## src/rtl/addsub_seq_pkg.sv

```systemverilog
// Shared types for the slice-serial mantissa adder/subtractor.
// The FSM states and operation codes are used by the RTL and by the testbench.
package adder_pkg;

    typedef enum logic [1:0] {
        ADD_IDLE,
        ADD_SLICE,
        ADD_NEG,
        ADD_DONE
    } AddSeqState;

    typedef enum logic [1:0] {
        OP_ADD     = 2'd0,
        OP_SUB     = 2'd1,
        OP_ABSDIFF = 2'd2
    } AddOp;

    // SUB and ABSDIFF both add ~B with carry-in 1; the reserved code runs as ADD.
    function automatic logic is_sub_op(input logic [1:0] op);
        return (op == OP_SUB) || (op == OP_ABSDIFF);
    endfunction

endpackage

```

## src/rtl/addsub_seq_if.sv

```systemverilog
// REQ/ACK request bus between the FPU alignment/normalise stages and addsub_seq.
interface addsub_seq_if #(
    parameter int WIDTH = 24
);
    logic             REQ;
    logic [1:0]       OP;
    logic [WIDTH-1:0] A;
    logic [WIDTH-1:0] B;
    logic [WIDTH-1:0] Z;
    logic             COUT;
    logic             SWAP;
    logic             ZERO;
    logic             ACK;
    logic             BUSY;

    modport master (
        output REQ, OP, A, B,
        input  Z, COUT, SWAP, ZERO, ACK, BUSY
    );

    modport slave (
        input  REQ, OP, A, B,
        output Z, COUT, SWAP, ZERO, ACK, BUSY
    );
endinterface

```

## src/rtl/slice_adder.sv

```systemverilog
// Combinational SLICE-bit adder with carry in/out.
// It is shared between the add pass and the negate pass.
module slice_adder #(
    parameter int SLICE = 8
) (
    input  logic [SLICE-1:0] x,
    input  logic [SLICE-1:0] y,
    input  logic             cin,
    output logic [SLICE-1:0] sum,
    output logic             cout
);

    assign {cout, sum} = {1'b0, x} + {1'b0, y} + {{SLICE{1'b0}}, cin};

endmodule

```

## src/rtl/addsub_seq.sv

```systemverilog
// Slice-serial mantissa add/sub/absdiff: processes SLICE bits per cycle.
// An optional negate pass produces |A-B|, and the results are registered and held.
module addsub_seq
    import adder_pkg::*;
#(
    parameter int WIDTH = 24,
    parameter int SLICE = 8
) (
    input  logic         CLK,
    input  logic         RSTN,
    addsub_seq_if.slave  bus
);

    localparam int NSLICE = WIDTH / SLICE;
    localparam int CW     = $clog2(NSLICE + 1);

    if (WIDTH % SLICE != 0) begin : g_width_check
        $error("addsub_seq: WIDTH must be a multiple of SLICE");
    end

    AddSeqState       state, next_state;
    logic [CW-1:0]    cnt;
    logic             carry;
    logic             is_absdiff;
    logic [WIDTH-1:0] a_q, b_q, r, r_next;
    logic [WIDTH-1:0] z_q;
    logic             cout_q, swap_q, zero_q;
    logic [SLICE-1:0] sx, sy, ssum;
    logic             scout;
    logic             last;
    int               base;

    slice_adder #(.SLICE(SLICE)) u_slice (
        .x    (sx),
        .y    (sy),
        .cin  (carry),
        .sum  (ssum),
        .cout (scout)
    );

    // The negate pass feeds ~R into the same adder; carry was preset to 1 on entry.
    always_comb begin
        next_state = state;
        base       = int'(cnt) * SLICE;
        last       = (int'(cnt) == NSLICE - 1);
        sx         = a_q[base +: SLICE];
        sy         = b_q[base +: SLICE];
        if (state == ADD_NEG) begin
            sx = ~r[base +: SLICE];
            sy = '0;
        end
        r_next              = r;
        r_next[base +: SLICE] = ssum;

        case (state)
            ADD_IDLE:  if (bus.REQ) next_state = ADD_SLICE;
            ADD_SLICE: if (last) next_state = (is_absdiff && !scout) ? ADD_NEG : ADD_DONE;
            ADD_NEG:   if (last) next_state = ADD_DONE;
            ADD_DONE:  next_state = ADD_IDLE;
            default:   next_state = ADD_IDLE;
        endcase
    end

    always_ff @(posedge CLK) begin
        if (!RSTN) begin
            state      <= ADD_IDLE;
            cnt        <= '0;
            carry      <= 1'b0;
            is_absdiff <= 1'b0;
            a_q        <= '0;
            b_q        <= '0;
            r          <= '0;
            z_q        <= '0;
            cout_q     <= 1'b0;
            swap_q     <= 1'b0;
            zero_q     <= 1'b0;
        end else begin
            state <= next_state;
            case (state)
                ADD_IDLE: begin
                    if (bus.REQ) begin
                        a_q        <= bus.A;
                        b_q        <= is_sub_op(bus.OP) ? ~bus.B : bus.B;
                        carry      <= is_sub_op(bus.OP);
                        is_absdiff <= (bus.OP == OP_ABSDIFF);
                        cnt        <= '0;
                        r          <= '0;
                    end
                end
                ADD_SLICE: begin
                    r     <= r_next;
                    carry <= scout;
                    cnt   <= last ? '0 : cnt + 1'b1;
                    if (last && next_state == ADD_NEG) carry <= 1'b1;
                end
                ADD_NEG: begin
                    r     <= r_next;
                    carry <= scout;
                    cnt   <= last ? '0 : cnt + 1'b1;
                end
                default: ;
            endcase

            // A negate pass only follows a zero final carry, so COUT is 0 on that path.
            if (next_state == ADD_DONE && state != ADD_DONE) begin
                z_q    <= r_next;
                cout_q <= (state == ADD_SLICE) ? scout : 1'b0;
                swap_q <= (state == ADD_NEG);
                zero_q <= (r_next == '0);
            end
        end
    end

    assign bus.Z    = z_q;
    assign bus.COUT = cout_q;
    assign bus.SWAP = swap_q;
    assign bus.ZERO = zero_q;
    assign bus.ACK  = (state == ADD_DONE);
    assign bus.BUSY = (state != ADD_IDLE);

endmodule

```

## src/flat_wrapper.sv

```systemverilog
// flat-port wrapper written by rule: the top's interface ports become plain ports
module addsub_seq_flat import adder_pkg::*;
#(
    parameter int WIDTH = 24,
    parameter int SLICE = 8
)
  (CLK, RSTN, bus_REQ, bus_OP, bus_A, bus_B, bus_Z, bus_COUT, bus_SWAP, bus_ZERO, bus_ACK, bus_BUSY);
  addsub_seq_if #(.WIDTH(WIDTH)) bus_i ();
  input  logic CLK;
  input  logic RSTN;
  input wire logic [$bits(bus_i.REQ)-1:0] bus_REQ;
  input wire logic [$bits(bus_i.OP)-1:0] bus_OP;
  input wire logic [$bits(bus_i.A)-1:0] bus_A;
  input wire logic [$bits(bus_i.B)-1:0] bus_B;
  output wire logic [$bits(bus_i.Z)-1:0] bus_Z;
  output wire logic [$bits(bus_i.COUT)-1:0] bus_COUT;
  output wire logic [$bits(bus_i.SWAP)-1:0] bus_SWAP;
  output wire logic [$bits(bus_i.ZERO)-1:0] bus_ZERO;
  output wire logic [$bits(bus_i.ACK)-1:0] bus_ACK;
  output wire logic [$bits(bus_i.BUSY)-1:0] bus_BUSY;
  assign bus_i.REQ = bus_REQ;
  assign bus_i.OP = bus_OP;
  assign bus_i.A = bus_A;
  assign bus_i.B = bus_B;
  assign bus_Z = bus_i.Z;
  assign bus_COUT = bus_i.COUT;
  assign bus_SWAP = bus_i.SWAP;
  assign bus_ZERO = bus_i.ZERO;
  assign bus_ACK = bus_i.ACK;
  assign bus_BUSY = bus_i.BUSY;
  addsub_seq #(.WIDTH(WIDTH), .SLICE(SLICE)) u_core (.CLK(CLK), .RSTN(RSTN), .bus(bus_i));
endmodule
```

## config.mk

```make
export PLATFORM = sky130hd
export DESIGN_NAME = addsub_seq_flat
export DESIGN_NICKNAME = d
export VERILOG_FILES = /design/src/rtl/addsub_seq_pkg.sv /design/src/rtl/addsub_seq_if.sv /design/src/rtl/slice_adder.sv /design/src/rtl/addsub_seq.sv /design/src/flat_wrapper.sv
export SDC_FILE = /design/constraint.sdc
export NUM_CORES = 1
export LEC_CHECK = 0
export CORE_MARGIN = 1
export CORE_UTILIZATION = 40
export CTS_CLUSTER_DIAMETER = 40
export DETAILED_ROUTE_END_ITERATION = 16
export GPL_ROUTABILITY_DRIVEN = 0
export GPL_TIMING_DRIVEN = 0
export SYNTH_ARGS = -nofsm -noshare
export SYNTH_HDL_FRONTEND = slang
export SYNTH_SLANG_ARGS = --single-unit
```

## constraint.sdc

```tcl
create_clock -name CLK -period 11.6 [get_ports CLK]
set_input_delay 2.32 -clock CLK [delete_from_list [all_inputs] [get_ports CLK]]
set_output_delay 2.32 -clock CLK [all_outputs]
set_load 0.05 [all_outputs]
```

==> results of run 1 <==
[how the worst max path moves through the flow]
stage / from / to / slack (ns) / cells after the start
finish: u_core.cnt[0] / u_core.bus.ZERO / 6.88 / 15
global route: u_core.cnt[0] / u_core.bus.ZERO / 6.70 / 15
CTS: u_core.cnt[0] / u_core.bus.ZERO / 6.96 / 15
detailed placement: bus_OP[0] / u_core.b_q[14] / 6.96 / 8
global placement: bus_OP[0] / u_core.b_q[9] / 7.00 / 8
floorplan: bus_OP[0] / u_core.b_q[5] / 7.85 / 7
[per-stage QoR]
step	cells	hold WS (ns)	utilization (%)	setup slack, ns	instance area, µm²
after global routing	962	0.474	51.5	6.70	6870
after global placement	946	0.439	49.0	7.00	6540
after CTS	962	0.453	51.5	6.96	6870
final	962	0.453	51.5	6.88	6870
after detailed placement	946	0.446	49.0	6.96	6540
after floorplan	690	0.431	-	7.85	5520
[logic make-up after synthesis]
logic type               count (synthesis)  synth area share, %
multiplexers                            39                 7.18
AND/OR/NAND/NOR                        249                 19.4
AO/OA/AOI/OAI                          186                 21.3
buffers and inverters                   63                 4.71
adder cells (fa/ha/maj)                 19                 4.58
XOR/XNOR                                29                 4.74
flip-flops                             105                 38.1
[per-layer routing]
| layer | global-route usage, % | share of wire (%) |
|---|---|---|
| met5 | 0 | 0 |
| met4 | 8.83 | 2.4 |
| met3 | 4.36 | 5.2 |
| met2 | 38.5 | 48 |
| met1 | 29.3 | 44 |
[registers in the layout (all words and copies together), names as in the netlist]
register	cells
u_core.a_q	24
u_core.b_q	24
u_core.bus.COUT	1
u_core.bus.SWAP	1
u_core.bus.Z	24
u_core.bus.ZERO	1
u_core.carry	1
u_core.cnt	2
u_core.is_absdiff	1
u_core.r	24
u_core.state	2
[power groups by stage]
stage / combinational [W] / sequential (W) / clock, W
after floorplan: 0.000166 / 0.000398 / 0
after global placement: 0.000239 / 0.000400 / 0
after detailed placement: 0.000243 / 0.000401 / 0
after CTS: 0.000244 / 0.000393 / 0.000341
after global routing: 0.000267 / 0.000395 / 0.000354
final: 0.000247 / 0.000393 / 0.000336
[critical path, stage by stage (launching register included)]
cell	delay, ns
dfxtp_1	0.49
buf_2	0.37
buf_2	0.42
mux2i_1	0.14
nor2_1	0.11
a21oi_1	0.07
or2_2	0.33
fa_1	0.43
fa_1	0.44
nand2b_1	0.19
a21oi_2	0.19
a31oi_1	0.14
xor2_1	0.49
o2bb2ai_1	0.24
a2111oi_1	0.44
a21o_1	0.19
[cell usage in the layout (no fill, tap or decap), types with 3 or more instances in the layout]
cell	synthesis	routed
a211oi_2	9	9
a21o_1	4	4
a21oi_1	90	90
a221oi_1	5	5
a22oi_1	20	20
a31oi_1	4	4
buf_1	4	4
buf_2	7	7
clkbuf_1	32	32
clkbuf_16	0	9
clkdlybuf4s50_1	0	80
dfxtp_1	105	105
ha_1	17	17
inv_1	16	16
mux2_2	5	5
mux2i_1	34	34
nand2_1	124	124
nand2b_1	7	7
nand3_1	5	5
nor2_1	85	85
nor3_1	8	8
o21ai_0	25	25
o21ai_1	3	3
o22ai_1	5	5
o2bb2ai_1	6	6
xnor2_1	25	25
xor2_1	3	3
[area by class of cell]
type	count	area, µm²
clock inverter	7	101
multi-input combinational	522	3160
fill	1372	6480
tap	176	220
buffer	46	196
sequential	105	2100
clock buffer	9	225
timing repair buffer	80	801
inverter	17	63.8
==> results.toml, run 1 <==
[clock_tree]
postCtsSetupBuffers = 0
clk_latency_ns = 0.36
numCtsBuffers = 9
h-tree-depth = 3
postCtsHoldBufs = 0
cts.clk_slew.worst_paths_ns = 0.07
cts_repair_resize_count = 0
cts_sinks = 105
cts_root_buffer = "clkbuf_16"
clk_path_buf_depth = 2
cts_tree = "done"

[setup_path]
crit_path_start_kind = "flop"
rr_worst_depth = 15
rr_startpoint = "u_core.cnt[0]"
path_class = "flop to flop"
critPathMaxFanout = 10
rrSetupSlack_ns = 6.88
endpoint_kind = "flop"
r2r-end = "u_core.bus.ZERO"
cp_data_required_time_ns = 11.91
arrival_ns = 5.04

[timing]
max_clock_freq_mhz = 212
tns_ns = 0
setup_viol = 0
fin_skew_ns = 0.00783
maxSlewHeadroom_pct = 48.6
timing.final.crit_share_pct = 40.7
rsz0062_at_grt = "false"
slew_violations = 0
hold_viol = 0
tightest_slew_ns = 0.760
finalCriticalPeriod_ns = 4.72

[min_path]
holdPathStages = 2
hold_path_end = "u_core.b_q[6]"
hp-class = "flop to flop"
min_from = "u_core.b_q[6]"

[floorplanning]
fp.dieW_um = 119
rows = 42
ioPinCount = 82
die_y_um = 119
initial_core_util_pct = 41.4
coreArea_um2 = 13300
design.die.area_um2 = 14300

[pwr]
power_w = 0.000976
p_int_w = 0.000664
power_frac_comb_pct = 25.3
clkPwrFrac_pct = 34.4
p_seq_share_pct = 40.3
power_leakage_nw = 2.42
switching_power_w = 0.000312
swShare_pct = 32.0
powerDensity_nw_per_um2 = 142
irDropWorstVdd_uv = 81.8

[logic_synthesis]
synth_ff_type = "dfxtp_1"
synth_cell_types = 56
synthesis.nets = 762
netlist_area_um2 = 5520
synth_top_cell_by_area = "dfxtp_1"
synth.most_common_cell = "nand2_1"
async_flop_share_pct = 0
synth_common_cells = "nand2_1, dfxtp_1, a21oi_1, nor2_1, mux2i_1"
synth_enable_flop_cells = 0
yosysSeqAreaShare_pct = 38.1
yosysWarningCount = 0
synth_seq_cells = 105
avgSynthCellArea_um2 = 8.00
synth.top_cell.area_share_pct = 38.1
synthCells = 690
synth_area_leaders = "dfxtp_1, nand2_1, a21oi_1, mux2i_1, nor2_1"

[routing]
firstDrtPassIters = 5
wirelength_um = 16100
drt-vias-per-instance = 5.35
drc = 0
detail-route-antenna-nets = 0
num_vias = 5142
drt_iter0_drc = 412
post_drt_wl_per_cell_um = 16.7

[final_layout]
drive_gt1_share_pct = 6.74
nets = 853
diodes = 0
area_growth_pct = 24.4

[grt]
grt_pass1_vias = 4937
grt_pass1_wl_um = 25300
grt_overflow = 0
grtUsageTotal_pct = 23.1
grt_start_max_net_pins = 19
antenna_found_initial = 0

[flow_run]
cap_violations = 0

[outcome]
outcome = "finished clean"

[placement]
dpl.hpwl_um = 12100
io_buffers = 80
(Power assumes the default switching activity.)
==> run 2, diff against run 1 <==
==> constraint.sdc (replaced) <==
create_clock -name CLK -period 3.8 [get_ports CLK]
set_input_delay 0.76 -clock CLK [delete_from_list [all_inputs] [get_ports CLK]]
set_output_delay 0.76 -clock CLK [all_outputs]
set_load 0.05 [all_outputs]
==> run 2 against run 1 <==
Net effect:
- register-to-register slack worse by 6.8 ns
- cell count is 0.52% higher
- clock power grew to 3.1 times the previous value
- non-clock buffer count is 5 higher
- via count hardly changed
==> results.toml, run 2 (synthesized netlist as in run 1, its figures left out) <==
[timing]
setup_viol = 0
hold_viol = 0
rsz0062_at_grt = "false"
timing.hold.ws_ns = 0.454
slew_violations = 0
tightest_slew_ns = 0.749
finalCriticalPeriod_ns = 3.68
timing.final.crit_share_pct = 96.9
fin_skew_ns = 0.00845
max_clock_freq_mhz = 272
maxSlewHeadroom_pct = 49.3

[pwr]
p_seq_share_pct = 39.6
swShare_pct = 32.1
power_frac_comb_pct = 26.6
power_leakage_nw = 2.49
switching_power_w = 0.000973
clkPwrFrac_pct = 33.9
powerDensity_nw_per_um2 = 430
irDropWorstVdd_uv = 250
p_int_w = 0.00206

[floorplanning]
initial_core_util_pct = 41.4
die_y_um = 119
design.die.area_um2 = 14300
rows = 42
ioPinCount = 82
coreArea_um2 = 13300
fp.dieW_um = 119

[routing]
drc = 0
detail-route-antenna-nets = 0
firstDrtPassIters = 5
wirelength_um = 16200
drt_iter0_drc = 468
post_drt_wl_per_cell_um = 16.7
num_vias = 5140
drt-vias-per-instance = 5.32

[final_layout]
nFillCells = 1358
drive_gt1_share_pct = 9.10
final_util_pct = 52.8
final_cells = 967
area_growth_pct = 27.8
diodes = 0
final_common_cell = "nand2_1"
layout_common_cells = "nand2_1, dfxtp_1, a21oi_1"
nets = 858

[clock_tree]
cts.clk_slew.worst_paths_ns = 0.07
h-tree-depth = 3
cts_sinks = 105
cts_root_buffer = "clkbuf_16"
clk_path_buf_depth = 2
numCtsBuffers = 9
cts_tree = "done"
clk_latency_ns = 0.37

[setup_path]
critPathMaxFanout = 11
arrival_ns = 4.00
path_class = "flop to flop"
cp_data_required_time_ns = 4.11
crit_path_start_kind = "flop"
endpoint_kind = "flop"

[grt]
grt_pass1_wl_um = 25600
grt_pass1_vias = 4960
antenna_found_initial = 0
grt_overflow = 0
grtUsageTotal_pct = 23.2
grt_start_max_net_pins = 19

[placement]
io_buffers = 80
dpl.hpwl_um = 12100
dp_cells = 946

[flow_run]
cap_violations = 0

[min_path]
hp-class = "flop to flop"

[outcome]
outcome = "finished clean"
-- run 2: what timing repair did --
action	4_1_cts	5_1_grt
hold buffers	0	0
setup endpoints to repair	34	27
setup buffers	3	3
resized for setup	26	11
pin swaps	2	3
-- run 2: area by class of cell --
class | count | area (µm²) | area share (%)
multi-input combinational | 522 | 3230 | 45.8
sequential | 105 | 2110 | 29.9
tap | 176 | 220 | 3.12
timing repair buffer | 86 | 850 | 12.0
inverter | 17 | 63.8 | 0.905
clock inverter | 7 | 101 | 1.44
buffer | 45 | 256 | 3.64
clock buffer | 9 | 225 | 3.19
-- run 2: path summary, 6_finish.rpt --
path | from | end | slack [ns] | cells after the start
max | u_core.state[0] | u_core.bus.ZERO | 0.12 | 13
min reg2reg | u_core.b_q[22] | u_core.b_q[22] | 0.45 | 2
min | u_core.b_q[22] | u_core.b_q[22] | 0.45 | 2
max reg2reg | u_core.state[0] | u_core.bus.ZERO | 0.12 | 13
-- run 2: per-stage QoR --
| stage | setup slack, ns | cell area, µm² | TNS (ns) | total power, W |
|---|---|---|---|---|
| finish | 0.119 | 7050 | 0 | 0.00303 |
| global route | 0.00321 | 7050 | 0 | 0.00316 |
| CTS | 0.00536 | 6970 | 0 | 0.00300 |
| detailed placement | -0.818 | 6540 | -20.14 | 0.00197 |
| global placement | -0.790 | 6540 | -18.01 | 0.00195 |
| floorplan | 0.148 | 5520 | 0 | 0.00172 |
-- run 2: per-layer routing --
metal	wire length [µm]	GRT usage, %	vias up
li1	-	-	2557
met1	7220	29.4	2420
met2	7900	38.8	142
met3	726	4.98	21
met4	340	7.73	0
met5	0	0	-
-- run 2: power by group through the flow --
stage	combinational [W]	sequential [W]	clock, W
6_report	0.000804	0.00120	0.00103
5_1_grt	0.000869	0.00120	0.00108
4_1_cts	0.000765	0.00120	0.00104
3_5_place_dp	0.000741	0.00122	0
3_3_place_gp	0.000729	0.00122	0
2_1_floorplan	0.000506	0.00121	0
-- run 2: worst max-delay path: stages, from the launching register on --
cell       delay, ns
dfxtp_1         0.38
inv_1           0.10
ha_2            0.27
clkbuf_8        0.19
or2_2           0.33
fa_2            0.38
fa_2            0.38
nand2b_1        0.18
a21oi_2         0.20
a31oi_1         0.17
xor2_2          0.33
nand2_1         0.16
a2111oi_4       0.40
a21o_1          0.16
==> run 3, diff against run 2 <==
--- a/config.mk
+++ b/config.mk
@@ -5,12 +5,14 @@
 export SDC_FILE = /design/constraint.sdc
 export NUM_CORES = 1
 export LEC_CHECK = 0
+export ABC_CLOCK_PERIOD_IN_PS = 3800
 export CORE_MARGIN = 1
 export CORE_UTILIZATION = 40
 export CTS_CLUSTER_DIAMETER = 40
 export DETAILED_ROUTE_END_ITERATION = 16
 export GPL_ROUTABILITY_DRIVEN = 0
 export GPL_TIMING_DRIVEN = 0
+export SLEW_MARGIN = 20
 export SYNTH_ARGS = -nofsm -noshare
 export SYNTH_HDL_FRONTEND = slang
 export SYNTH_SLANG_ARGS = --single-unit
==> results of run 3 <==
Same layout as run 2: the final DEF is identical, and so are final timing and power.
